File: src/rtl/reorder_buffer.sv
// reorder_buffer: in-order commit queue between dispatch, CDB writeback and the register file.
// Ports: clk/rst (sync, active-high); alloc_*_from_dsp / alloc_id_to_dsp / full_to_dsp allocate tags;
//   cdb_* marks an entry ready with its result; commit_*_to_rf retires one entry per cycle (registered);
//   commit_jump_flag_to_rf / flush_pc_to_if redirect fetch on a mispredicted branch.
// Optional: define ROB_COMMIT_TRACE_EN for a simulation-only commit counter and per-commit trace print.
module reorder_buffer #(
  parameter int ROB_SIZE = 16,
  parameter int ID_W     = 5
) (
  input  logic            clk,
  input  logic            rst,
  input  logic            alloc_en_from_dsp,
  input  logic [4:0]      alloc_rd_from_dsp,
  input  logic            alloc_is_br_from_dsp,
  input  logic            alloc_pred_taken_from_dsp,
  output logic [ID_W-1:0] alloc_id_to_dsp,
  output logic            full_to_dsp,
  input  logic            cdb_en,
  input  logic [ID_W-1:0] cdb_id,
  input  logic [31:0]     cdb_value,
  input  logic            cdb_taken,
  input  logic [31:0]     cdb_target_pc,
  output logic            commit_flag_to_rf,
  output logic [4:0]      commit_rd_to_rf,
  output logic [ID_W-1:0] commit_Q_to_rf,
  output logic [31:0]     commit_V_to_rf,
  output logic            commit_jump_flag_to_rf,
  output logic [31:0]     flush_pc_to_if
);

  localparam int IDX_W = $clog2(ROB_SIZE);
  localparam int CNT_W = IDX_W + 1;

  typedef struct packed {
    logic [4:0]  rd;
    logic        is_br;
    logic        pred_taken;
    logic [31:0] value;
    logic        taken;
    logic [31:0] target_pc;
  } entry_t;

  logic [ROB_SIZE-1:0] busy_q, busy_d;
  logic [ROB_SIZE-1:0] ready_q, ready_d;
  entry_t              ent_q [ROB_SIZE];
  entry_t              ent_d [ROB_SIZE];
  logic [IDX_W-1:0]    head_q, head_d;
  logic [IDX_W-1:0]    tail_q, tail_d;
  logic [CNT_W-1:0]    count_q, count_d;

  logic                cflag_q, cflag_d;
  logic [4:0]          crd_q, crd_d;
  logic [ID_W-1:0]     cq_q, cq_d;
  logic [31:0]         cv_q, cv_d;
  logic                jump_q, jump_d;
  logic [31:0]         flush_pc_q, flush_pc_d;

  logic                full;
  logic                alloc_fire;
  logic                cdb_in_range;
  logic [IDX_W-1:0]    cdb_slot;
  logic                cdb_fire;
  entry_t              head_ent;
  logic                commit_fire;
  logic                mispredict;

  // Everything the dispatcher sees comes from registered state only.
  assign full            = (count_q == CNT_W'(ROB_SIZE));
  assign full_to_dsp     = full;
  assign alloc_id_to_dsp = ID_W'(tail_q) + ID_W'(1);

  assign alloc_fire   = alloc_en_from_dsp && !full;
  // Tag 0 means "no producer"; tags beyond the buffer cannot name an entry.
  assign cdb_in_range = (cdb_id != '0) && (cdb_id <= ID_W'(ROB_SIZE));
  assign cdb_slot     = IDX_W'(cdb_id - ID_W'(1));
  assign cdb_fire     = cdb_en && cdb_in_range && busy_q[cdb_slot];

  assign head_ent    = ent_q[head_q];
  assign commit_fire = busy_q[head_q] && ready_q[head_q];
  assign mispredict  = commit_fire && head_ent.is_br && (head_ent.taken != head_ent.pred_taken);

  always_comb begin
    busy_d     = busy_q;
    ready_d    = ready_q;
    ent_d      = ent_q;
    head_d     = head_q;
    tail_d     = tail_q;
    count_d    = count_q;
    cflag_d    = 1'b0;
    crd_d      = '0;
    cq_d       = '0;
    cv_d       = '0;
    jump_d     = 1'b0;
    flush_pc_d = '0;

    if (alloc_fire) begin
      busy_d[tail_q]           = 1'b1;
      ready_d[tail_q]          = 1'b0;
      ent_d[tail_q].rd         = alloc_rd_from_dsp;
      ent_d[tail_q].is_br      = alloc_is_br_from_dsp;
      ent_d[tail_q].pred_taken = alloc_pred_taken_from_dsp;
      tail_d                   = tail_q + IDX_W'(1);
    end

    if (cdb_fire) begin
      ent_d[cdb_slot].value     = cdb_value;
      ent_d[cdb_slot].taken     = cdb_taken;
      ent_d[cdb_slot].target_pc = cdb_target_pc;
      ready_d[cdb_slot]         = 1'b1;
    end

    if (commit_fire) begin
      busy_d[head_q]  = 1'b0;
      ready_d[head_q] = 1'b0;
      head_d          = head_q + IDX_W'(1);
      cflag_d         = (head_ent.rd != 5'd0);
      crd_d           = head_ent.rd;
      cq_d            = ID_W'(head_q) + ID_W'(1);
      cv_d            = head_ent.value;
    end

    case ({alloc_fire, commit_fire})
      2'b10:   count_d = count_q + CNT_W'(1);
      2'b01:   count_d = count_q - CNT_W'(1);
      default: count_d = count_q;
    endcase

    // A mispredict wipes every younger entry, including anything allocated
    // or written back on the same edge; the link-register write still retires.
    if (mispredict) begin
      jump_d     = 1'b1;
      flush_pc_d = head_ent.target_pc;
      busy_d     = '0;
      ready_d    = '0;
      head_d     = '0;
      tail_d     = '0;
      count_d    = '0;
    end
  end

  always_ff @(posedge clk) begin
    if (rst) begin
      busy_q     <= '0;
      ready_q    <= '0;
      head_q     <= '0;
      tail_q     <= '0;
      count_q    <= '0;
      cflag_q    <= 1'b0;
      crd_q      <= '0;
      cq_q       <= '0;
      cv_q       <= '0;
      jump_q     <= 1'b0;
      flush_pc_q <= '0;
    end else begin
      busy_q     <= busy_d;
      ready_q    <= ready_d;
      head_q     <= head_d;
      tail_q     <= tail_d;
      count_q    <= count_d;
      cflag_q    <= cflag_d;
      crd_q      <= crd_d;
      cq_q       <= cq_d;
      cv_q       <= cv_d;
      jump_q     <= jump_d;
      flush_pc_q <= flush_pc_d;
    end
  end

  // Payload is only meaningful while busy, so it needs no reset.
  always_ff @(posedge clk) begin
    ent_q <= ent_d;
  end

  assign commit_flag_to_rf      = cflag_q;
  assign commit_rd_to_rf        = crd_q;
  assign commit_Q_to_rf         = cq_q;
  assign commit_V_to_rf         = cv_q;
  assign commit_jump_flag_to_rf = jump_q;
  assign flush_pc_to_if         = flush_pc_q;

`ifdef ROB_COMMIT_TRACE_EN
  logic [31:0] commit_cnt_q, commit_cnt_d;

  always_comb begin
    commit_cnt_d = commit_cnt_q;
    if (commit_fire) commit_cnt_d = commit_cnt_q + 32'd1;
  end

  always_ff @(posedge clk) begin
    if (rst) begin
      commit_cnt_q <= '0;
    end else begin
      commit_cnt_q <= commit_cnt_d;
      if (commit_fire)
        $display("rob commit #%0d tag=%0d rd=%0d value=0x%08h flush=%0b",
                 commit_cnt_d, ID_W'(head_q) + ID_W'(1), head_ent.rd, head_ent.value, mispredict);
    end
  end
`else
`endif

endmodule

File: config.mk
export PLATFORM = sky130hd
export DESIGN_NAME = reorder_buffer
export DESIGN_NICKNAME = d
export VERILOG_FILES = /design/src/rtl/reorder_buffer.sv
export SDC_FILE = /design/constraint.sdc
export NUM_CORES = 2
export LEC_CHECK = 0
export BUFFER_PORTS_ARGS = -buffer_cell sky130_fd_sc_hd__buf_2
export CAP_MARGIN = 40
export CELL_PAD_IN_SITES_DETAIL_PLACEMENT = 1
export CELL_PAD_IN_SITES_GLOBAL_PLACEMENT = 1
export CORE_UTILIZATION = 54
export DETAILED_ROUTE_END_ITERATION = 6
export PLACE_DENSITY = 0.88
export SLEW_MARGIN = 10
export SYNTH_ARGS = -nofsm -noshare
export SYNTH_HDL_FRONTEND = slang
export SYNTH_SLANG_ARGS = --single-unit
File: constraint.sdc
create_clock -name clk -period 4.8 [get_ports clk]
set_clock_uncertainty 0.05 [all_clocks]
set_input_delay 0.48 -clock clk [delete_from_list [all_inputs] [get_ports clk]]
set_output_delay 0.48 -clock clk [all_outputs]
set_load 0.02 [all_outputs]
==> results.yml <==
sta:
  relSlewSlack: 0.394
  rsz0062_at_grt: "no"
  fmax_mhz: 234
  setup_violations: 0
  finalCritPeriodShare: 0.892
  period_minus_slack_ns: 4.28
  drv_slew: 0
  hold_violations: 0
  finalSetupTns_ns: 0
  tightest_slew_ns: 0.908
clock_tree:
  cts_made_buffers: 136
  postCtsSetupBuffers: 0
  cts_resized: 0
  clockBufferDepth: 3
  root_buffer: "clkbuf_16"
  cts.hold.buffers_added: 0
  clk_latency_ns: 0.76
  cts.clk_slew.worst_paths_ns: 0.06
  h-tree-depth: 4
  cts_tree: "built"
  cts_sinks: 1273
die:
  dieHeight_um: 322
  initial_core_util: 0.544
  io_pins: 163
  die-area_um2: 104000
  core_um2: 102000
  placementRows: 117
  dieWidth_um: 322
min_path:
  min_path_type: "in -> reg"
final_layout:
  utilization: 0.610
  drive_above_1_share: 0.235
  fin_nets: 3558
  syn_to_final_growth_pct: 12.0
  finalNonFillerCells: 4952
synth:
  synthAdderAreaFrac: 0.00384
  synthCells: 3418
  synth_most_common_cell: "edfxtp_1"
  ys_top_cells_by_area: "edfxtp_1 (62%), mux4_2 (14%), and2_1 (6.0%), and3_1 (6.0%), dfxtp_1 (4.4%)"
  synth_xor_area_frac: 0.00285
  yosysWarnings: 0
  synth_flop_cell: "edfxtp_1"
  synth.top_cell.area_share: 0.625
  synthSimpleGateAreaFrac: 0.141
  synth_top_family_by_area: "multiplexers"
  yosys-top-cells-count: "edfxtp_1 (1152), and2_1 (532), and3_1 (527)"
  syn_nets: 3516
  synth_cell_types: 51
  muxShareOfSynthArea: 0.146
  synth_area_leader_cell: "edfxtp_1"
  synth_edf_count: 1152
  yosysSeqAreaShare: 0.668
  synth_compound_area_frac: 0.00917
  synthArstFlopShare: 0
  synth_area_um2: 55400
  syn_area_per_cell_um2: 16.2
  synth.ff_latch_count: 1273
grt:
  antenna_found_initial: 23
  first_global_vias: 35800
  grt_pass1_wl_mm: 241
  grt.overflow.total: 0
  grt_max_degree: 117
  grt_usage: 0.321
detailed_routing:
  drt.antenna.violating_nets: 0
  drtIter0Drc: 4661
  wl_met2_mm: 84.9
  drc: 0
  viasPerCell: 6.70
  top_layer: "met5"
  post_drt_wl_per_cell_um: 33.6
  wirelength_mm: 166
  m1WireLength_mm: 57.8
  first_pass_iters: 5
  via_count: 33200
  met3_length_mm: 15.8
power_and_ir_drop:
  powerDensity_nw_per_um2: 368
  peakVddDrop_uv: 315
  power.total_mw: 22.8
  total_leakage_power_nw: 21.0
placed_design:
  gp_congestion: 0.808
  port_buffers: 162
  dp.cells: 4690
  hpwl_mm: 86.6
setup_path:
  path_class: "reg -> reg"
  start_kind: "flop"
  cp-end-kind: "flop"
  cp.arrival_ns: 4.84
  cp.required_ns: 5.36
  path_max_fanout: 44
job:
  max-cap-violations: 0
status:
  status: "finished clean"
[power breakdown]
| group | total (mW) | internal [mW] | switching [mW] |
|---|---|---|---|
| Combinational | 0.432 | 0.0919 | 0.340 |
| Clock | 10.4 | 5.86 | 4.55 |
| Sequential | 12.0 | 11.9 | 0.0166 |
| Total | 22.8 | 17.9 | 4.91 |
[logic make-up after synthesis]
| family | count (synthesis) |
|---|---|
| muxes | 362 |
| DFF | 1273 |
| AOI/OAI and AO/OA | 75 |
| xor gates and xnor gates | 18 |
| adders and majority gates | 17 |
| and+or+nand+nor | 1290 |
| buffers and inverters | 383 |
[layout by cell type (no fill, tap or decap), types with 27 or more instances in the layout]
cell       synthesis  final
buf_2             27    162
edfxtp_1        1152   1152
clkbuf_1         299     37
and2_1           532    524
nand2_1           50     50
mux4_2           354    354
nand3_1           27     27
and3_1           527    523
nor3_1            42     42
inv_1             31     31
nor2b_1           71     71
dfxtp_1          121    117
buf_4              0     62
clkbuf_16          0    140
[per-layer routing]
layer,vias up,GRT usage
met2,2340,0.538
met5,-,0
met3,497,0.0592
met1,17200,0.405
met4,18,0.155
li1,13200,-
[path summary, 6_finish.rpt]
path | slack (ns) | from | to | cells after the start
setup / recovery | 0.52 | head_q[0] | count_q[4] | 13
hold / removal | 0.07 | alloc_rd_from_dsp[0] | ent_q[1003] | 1
setup reg to reg | 0.52 | head_q[0] | count_q[4] | 13
hold reg to reg | 0.50 | count_q[4] | count_q[4] | 2
[state kept, by name (all words and copies together), names as in the netlist, 4 cells and up]
register and cells:
commit_Q_to_rf 5, ent_q 1152, commit_rd_to_rf 5, ready_q 16
head_q 4, busy_q 16, commit_V_to_rf 32, count_q 5
flush_pc_to_if 32, tail_q 4
[layout make-up]
| type | count | area [um2] |
|---|---|---|
| Antenna cell | 12 | 30.0 |
| Clock buffer | 190 | 3820 |
| Clock inverter | 60 | 494 |
| Fill cell | 8954 | 39700 |
| Inverter | 35 | 131 |
| Multi-Input combinational cell | 1762 | 16900 |
| Sequential cell | 1273 | 37000 |
| Tap cell | 1368 | 1710 |
| Timing Repair Buffer | 252 | 1850 |
[through the flow]
stage	cell area (um2)	hold WS, ns	setup WS [ns]
after floorplan	55400	0.434	0.323
after global placement	57600	0.452	0.681
after detailed placement	57700	0.476	0.648
after CTS	62000	0.0407	0.617
after global routing	62000	0.0667	0.183
final	62000	0.0676	0.518
[worst max-delay path, cell delays in order, from the launching register on]
cell      delay (ns)
dfxtp_4         0.88
o211ai_1        0.31
o211a_2         0.31
nor4_2          0.62
inv_2           0.19
ha_1            0.37
xor2_1          0.18
ha_1            0.23
o21a_1          0.17
o21ai_0         0.17
nand2b_1        0.08
a211oi_1        0.30
xnor2_1         0.16
nor3_1          0.06
Note: power is estimated with default switching activity, not from simulation.
